--- src/rtl/cr16_regfile_wb_arbiter.sv ---
// Round-robin write-back arbiter for the CR16 register file write port (ALU vs. load path).
// Define CR16_WB_INIT_SWEEP_EN to zero all registers after reset before traffic is accepted.
module cr16_regfile_wb_arbiter #(
    parameter int NUM_REGS   = 16,
    parameter int DATA_WIDTH = 16,
    parameter int CNT_WIDTH  = 16
) (
    input  logic                  I_CLK,
    input  logic                  I_NRESET,
    input  logic                  I_ALU_VALID,
    input  logic [3:0]            I_ALU_ADDR,
    input  logic [DATA_WIDTH-1:0] I_ALU_DATA,
    output logic                  O_ALU_READY,
    input  logic                  I_MEM_VALID,
    input  logic [3:0]            I_MEM_ADDR,
    input  logic [DATA_WIDTH-1:0] I_MEM_DATA,
    output logic                  O_MEM_READY,
    output logic [DATA_WIDTH-1:0] O_REG_BUS,
    output logic [NUM_REGS-1:0]   O_REG_ENABLE,
    output logic                  O_INIT_DONE,
    output logic [CNT_WIDTH-1:0]  O_CONFLICT_CNT
);
    typedef enum logic {ST_INIT, ST_RUN} state_t;

`ifdef CR16_WB_INIT_SWEEP_EN
    localparam state_t RESET_STATE = ST_INIT;
`else
    localparam state_t RESET_STATE = ST_RUN;
`endif

    state_t                state_q, state_d;
    logic [3:0]            idx_q, idx_d;
    logic                  mem_prio_q, mem_prio_d;  // 1: load path wins the next contention
    logic [DATA_WIDTH-1:0] reg_bus_q, reg_bus_d;
    logic [NUM_REGS-1:0]   reg_en_q, reg_en_d;
    logic                  init_done_q, init_done_d;
    logic [CNT_WIDTH-1:0]  conflict_cnt_q, conflict_cnt_d;
    logic                  alu_grant, mem_grant, both_valid;

    function automatic logic [NUM_REGS-1:0] onehot(input logic [3:0] idx);
        logic [NUM_REGS-1:0] v;
        v      = '0;
        v[idx] = 1'b1;
        return v;
    endfunction

    function automatic logic [CNT_WIDTH-1:0] sat_inc(input logic [CNT_WIDTH-1:0] c);
        return (&c) ? c : c + {{(CNT_WIDTH-1){1'b0}}, 1'b1};
    endfunction

    always_comb begin
        both_valid     = I_ALU_VALID & I_MEM_VALID;
        alu_grant      = 1'b0;
        mem_grant      = 1'b0;
        state_d        = state_q;
        idx_d          = idx_q;
        mem_prio_d     = mem_prio_q;
        reg_bus_d      = reg_bus_q;
        reg_en_d       = '0;
        init_done_d    = (state_q == ST_RUN);
        conflict_cnt_d = conflict_cnt_q;

        case (state_q)
            ST_INIT: begin
                reg_bus_d = '0;
                reg_en_d  = onehot(idx_q);
                idx_d     = idx_q + 4'd1;
                if (idx_q == 4'd15) begin
                    state_d = ST_RUN;
                end
            end
            default: begin
                alu_grant = I_ALU_VALID & (~I_MEM_VALID | ~mem_prio_q);
                mem_grant = I_MEM_VALID & ~alu_grant;
                if (both_valid) begin
                    conflict_cnt_d = sat_inc(conflict_cnt_q);
                end
                if (alu_grant) begin
                    reg_bus_d  = I_ALU_DATA;
                    reg_en_d   = onehot(I_ALU_ADDR);
                    mem_prio_d = 1'b1;
                end else if (mem_grant) begin
                    reg_bus_d  = I_MEM_DATA;
                    reg_en_d   = onehot(I_MEM_ADDR);
                    mem_prio_d = 1'b0;
                end
            end
        endcase
    end

    always_ff @(posedge I_CLK or negedge I_NRESET) begin
        if (!I_NRESET) begin
            state_q        <= RESET_STATE;
            idx_q          <= 4'd0;
            mem_prio_q     <= 1'b0;
            reg_bus_q      <= '0;
            reg_en_q       <= '0;
            init_done_q    <= 1'b0;
            conflict_cnt_q <= '0;
        end else begin
            state_q        <= state_d;
            idx_q          <= idx_d;
            mem_prio_q     <= mem_prio_d;
            reg_bus_q      <= reg_bus_d;
            reg_en_q       <= reg_en_d;
            init_done_q    <= init_done_d;
            conflict_cnt_q <= conflict_cnt_d;
        end
    end

    assign O_ALU_READY    = alu_grant;
    assign O_MEM_READY    = mem_grant;
    assign O_REG_BUS      = reg_bus_q;
    assign O_REG_ENABLE   = reg_en_q;
    assign O_INIT_DONE    = init_done_q;
    assign O_CONFLICT_CNT = conflict_cnt_q;
endmodule

--- config.mk ---
export PLATFORM = sky130hd
export DESIGN_NAME = cr16_regfile_wb_arbiter
export DESIGN_NICKNAME = d
export VERILOG_FILES = /design/src/rtl/cr16_regfile_wb_arbiter.sv
export SDC_FILE = /design/constraint.sdc
export NUM_CORES = 1
export LEC_CHECK = 0
export BUFFER_PORTS_ARGS = -buffer_cell sky130_fd_sc_hd__buf_2
export CAP_MARGIN = 20
export CORE_MARGIN = 3
export CORE_UTILIZATION = 50
export CTS_BUF_LIST = sky130_fd_sc_hd__clkbuf_16
export CTS_CLUSTER_SIZE = 28
export DETAILED_ROUTE_END_ITERATION = 10
export HOLD_SLACK_MARGIN = 0.05
export PLACE_DENSITY_LB_ADDON = 0.3
export SLEW_MARGIN = 15
export SYNTH_ARGS = -nofsm -noshare
export SYNTH_HDL_FRONTEND = slang
export SYNTH_SLANG_ARGS = --single-unit
--- constraint.sdc ---
create_clock -name I_CLK -period 1.99 [get_ports I_CLK]
set_input_delay 0.398 -clock I_CLK [delete_from_list [all_inputs] [get_ports I_CLK]]
set_output_delay 0.398 -clock I_CLK [all_outputs]
set_load 0.05 [all_outputs]
==> metrics list <==
- Startpoint of the most critical hold path: I_ALU_DATA[6]
- The critical path goes through buf_4 > nand2_1 > nor2_1 > buf_2.
- Number of distinct standard cells referenced by the synthesized netlist: 52
* DRC viols: 0
- In this run, the clock network consumes 34.4% of the power.
- Xor and xnor fraction of the mapped netlist area: 5.86%
* Worst min-delay path class: input pin to flop
- In the synthesized netlist the async set-or-reset flop fraction comes to 100%.
- For the worst setup path, the data required time is 1.59 ns.
- The cell family contributing the most delay on the critical path is flip-flops.
- Worst rel slew slack: 58.8%
- Number of cells on the worst hold path: 3
- Of all nets on the critical path, the largest fanout is 9.
- FF-to-FF Start: init_done_d
* Pint: 2.14 mW
* Row cnt: 26
- Entering global routing, the biggest net connects 25 pins.
- Worst Max-Slew Pin Slew: 0.616 ns
* Antenna violations before repair: 0
* Syn Inst Count: 271
* P per Cell Area: 910 nW/µm²
* Sequential area share after synthesis: 51.2%
* Drt via density: 5.37
- Derived from the worst setup path, the maximum achievable clock frequency is 524 MHz.
- The first TritonRoute pass finished after 4 iterations.
- Chip height: 79.4 µm
- For this design, the sink count on the clock tree is 55.
* CTS tree: built
- Summed over all nets, the switching power comes to 1.03 mW.
* Mux share of post-synthesis cell area: 0.977%
- Fin. max-slew vios: 0
* Most used flip-flop cell after synthesis: dfrtp_1
- Startpoint Class: flop
* Area fraction in compound gates after synthesis: 13.8%
- Total number of vias: 2378
- Result of the run: completed
- Non-filler instance count after layout: 443
- Avg Synthesized Cell Area: 9.93 µm²
- The path with the worst hold slack has its endpoint at O_REG_BUS[6].
- The clock passes through at most 2 buffers.
- The sequential cells in the finished layout cover a total of 1380 µm².
- Area grow syn2layout: 29.8%
- Summing the areas of all fa, ha and maj instances in the mapped netlist gives 2.33% of the synthesized area.
* Routed wire length per instance: 15.6 µm
- Shortest clock period the worst path allows after layout: 1.91 ns
* Floorplan core area: 5140 µm²
- After routing the design area is 3490 µm².
- Arrival time reported for the critical path endpoint: 1.51 ns
- The initial utilization of the core area, before any placement, comes to 52.3%.
- In this run, synthesis inferred 0 flip-flops with an integrated enable.
- Global routing finished with a remaining overflow of 0.
- Yosys Warn Count: 0
- Of the cells placed in the final design, the portion with a size suffix greater than 1 is 34.3%.
* Final Util: 67.9%
- 95 I/O pins were placed.
- Worst reg-to-reg setup slack: 0.10 ns
- Wire length of the first global-routing pass: 11300 µm
- Switching fraction of total power: 32.5%
- Cell count of the worst reg-to-reg path: 5
* Overall fraction of global-route tracks in use: 23.0%
* Sequential power share: 41.2%
- Number of nets in the finished design: 421
- Of the total power, combinational logic draws 24.4%.
* Endpoint kind of the worst setup timing path: primary output
- The tool flagged a number of max-cap violations equal to 0.
* Master cell of the clock root buffer: clkbuf_16
- Adding up every negative setup slack in the final design gives 0 ns.
- Total placed cells including tap cells: 432
- Final weighted congestion of routability-driven global placement: 0.936
- Kind of critical path: flop to primary output
* Synth top area cells: dfrtp_1 50%, nand2_1 4.9%, xor2_1 4.6%
- The commonest cells after synthesis are 54 x dfrtp_1, 35 x nand2_1, 25 x nor2_1, 16 x a21oi_1, 14 x xor2_1.
- The die covers 6300 µm².
* Cell with the largest stage delay on the worst path: dfstp_2
- Worst-case clock skew: 0.00720 ns
* Area taken by multi-input logic gates: 1240 µm²
- Number of fillers in the final layout: 446
- Counting both buffers and inverters, the worst setup path holds a total of 2.
- Placed standard-cell area: 3270 µm²
* Cell type contributing the most total cell area after synthesis: dfrtp_1
- Number of global-route vias before repair: 2356
* Final period util: 95.9%
- The largest single stage delay on the critical path is 0.54 ns.
- The endpoint identified for the worst register-to-register timing path is O_REG_ENABLE[10].
- The later pin in the worst-skew pair is clocked with a latency of 0.29 ns.
- The floorplan step set the die width to 79.4 µm.
- Number of buffers inserted by port buffering: 94
* Post-synth net total: 320
* Final-report setup violation count: 0
* HPWL after DPL: 5280 µm
- Hold Worst Slack: 0.363 ns
* Level count of the clock H-tree: 2
- Share of the synthesized area in the top cell type: 50.2%
- Combinational family with the most area after synthesis: simple AND/OR/NAND/NOR gates
- The count of nets left with antenna violations once routing finished came out at 0.
- Simple-gate portion of the synthesized area: 23.2%
- Clock buffers created by TritonCTS: 5
* Leakage power summed over all cells: 1.78 nW
- Clock transition at path regs: 0.07 ns
* Flop and latch count out of synthesis: 55
* Iteration-0 DRC Markers: 152
- Total wirelength of the detailed-routed design: 6900 µm
- The cell area that synthesis handed to floorplanning was 2690 µm².
- Peak supply drop: 624 µV
* Antenna cells: 0
- Final count of hold timing violations: 0
- Most instantiated library cell after synthesis: dfrtp_1
state kept, by name (all words and copies together) (netlist names):
| register | flops |
|---|---|
| mem_prio_q | 1 |
| idx_q | 4 |
| O_CONFLICT_CNT | 16 |
| init_done_d | 1 |
| O_REG_ENABLE | 16 |
| O_REG_BUS | 16 |
| O_INIT_DONE | 1 |
per-stage QoR:
step	power, mW	setup WS, ns
after floorplan	1.86	0.0101
after global placement	2.09	0.266
after detailed placement	2.10	0.209
after CTS	3.20	0.0276
after global routing	3.30	-0.00492
final	3.18	0.0817
placed cells by master (no fill, tap or decap), types with 2 or more instances in the layout:
| cell | count |
|---|---|
| bufinv_16 | 2 |
| nand3b_1 | 2 |
| buf_2 | 93 |
| a21oi_1 | 16 |
| nand4_1 | 6 |
| clkbuf_16 | 5 |
| nor2b_1 | 2 |
| a221o_1 | 2 |
| dfrtp_1 | 53 |
| buf_4 | 11 |
| o2bb2a_1 | 2 |
| nor2_1 | 25 |
| o22ai_1 | 3 |
| nor3_1 | 10 |
| nor3b_1 | 3 |
| o221ai_1 | 6 |
| o21ai_1 | 5 |
| nor4_1 | 2 |
| a22oi_1 | 4 |
| inv_1 | 6 |
| ha_1 | 5 |
| xnor2_1 | 4 |
| nand2_1 | 35 |
| nand3_1 | 8 |
| o21ai_0 | 13 |
| and3_1 | 4 |
| xor2_1 | 14 |
| nand2b_1 | 3 |
final cells by class:
cell class / count / area share, %
Sequential cell: 55 / 39.5
Multi-Input combinational cell: 198 / 35.5
Timing Repair Buffer: 106 / 16.3
Clock buffer: 5 / 3.58
Tap cell: 70 / 2.51
Clock inverter: 3 / 1.83
Inverter: 6 / 0.753
power by group through the flow:
stage / combinational (mW) / clock, mW / sequential (mW)
2_1_floorplan: 0.203 / 0 / 1.66
3_3_place_gp: 0.763 / 0 / 1.33
3_5_place_dp: 0.775 / 0 / 1.33
4_1_cts: 0.778 / 1.11 / 1.31
5_1_grt: 0.821 / 1.16 / 1.32
6_report: 0.773 / 1.09 / 1.31
how the worst max path moves through the flow:
stage	depth (start not counted)	from	slack, ns	endpoint
6_report	4	init_done_d	0.08	O_MEM_READY
5_1_grt	5	init_done_d	-0.005	O_REG_ENABLE[10]
4_1_cts	4	init_done_d	0.03	O_ALU_READY
3_5_place_dp	5	I_MEM_VALID	0.21	O_CONFLICT_CNT[15]
3_3_place_gp	4	I_MEM_VALID	0.27	O_ALU_READY
2_1_floorplan	4	O_CONFLICT_CNT[9]	0.01	O_CONFLICT_CNT[1]
routing by layer:
metal / GRT usage [%] / part of all wire [%] / up-vias
met4: 7.22 / 1.4 / 0
met2: 39.5 / 51 / 80
met5: 0 / 0 / -
met3: 3.40 / 4.8 / 11
met1: 30.1 / 43 / 1129
li1: - / - / 1158
kinds of logic after synthesis:
group / Yosys count
adder cells (fa/ha/maj): 5
XOR/XNOR: 18
flip-flops: 55
multiplexers: 2
buffers and inverters: 18
AND/OR/NAND/NOR: 115
AO/OA/AOI/OAI: 58
what timing repair did:
item | CTS | global route
setup buffers | 0 | 2
hold buffers | 1 | 0
hold endpoints to repair | 14 | 0
resized for setup | 0 | 4
setup endpoints to repair | 0 | 1
tightest hold or removal path, cell delays in order:
cell,delay (ns)
buf_2,0.07
nor2_1,0.03
o21ai_1,0.11
(Power assumes the default switching activity.)
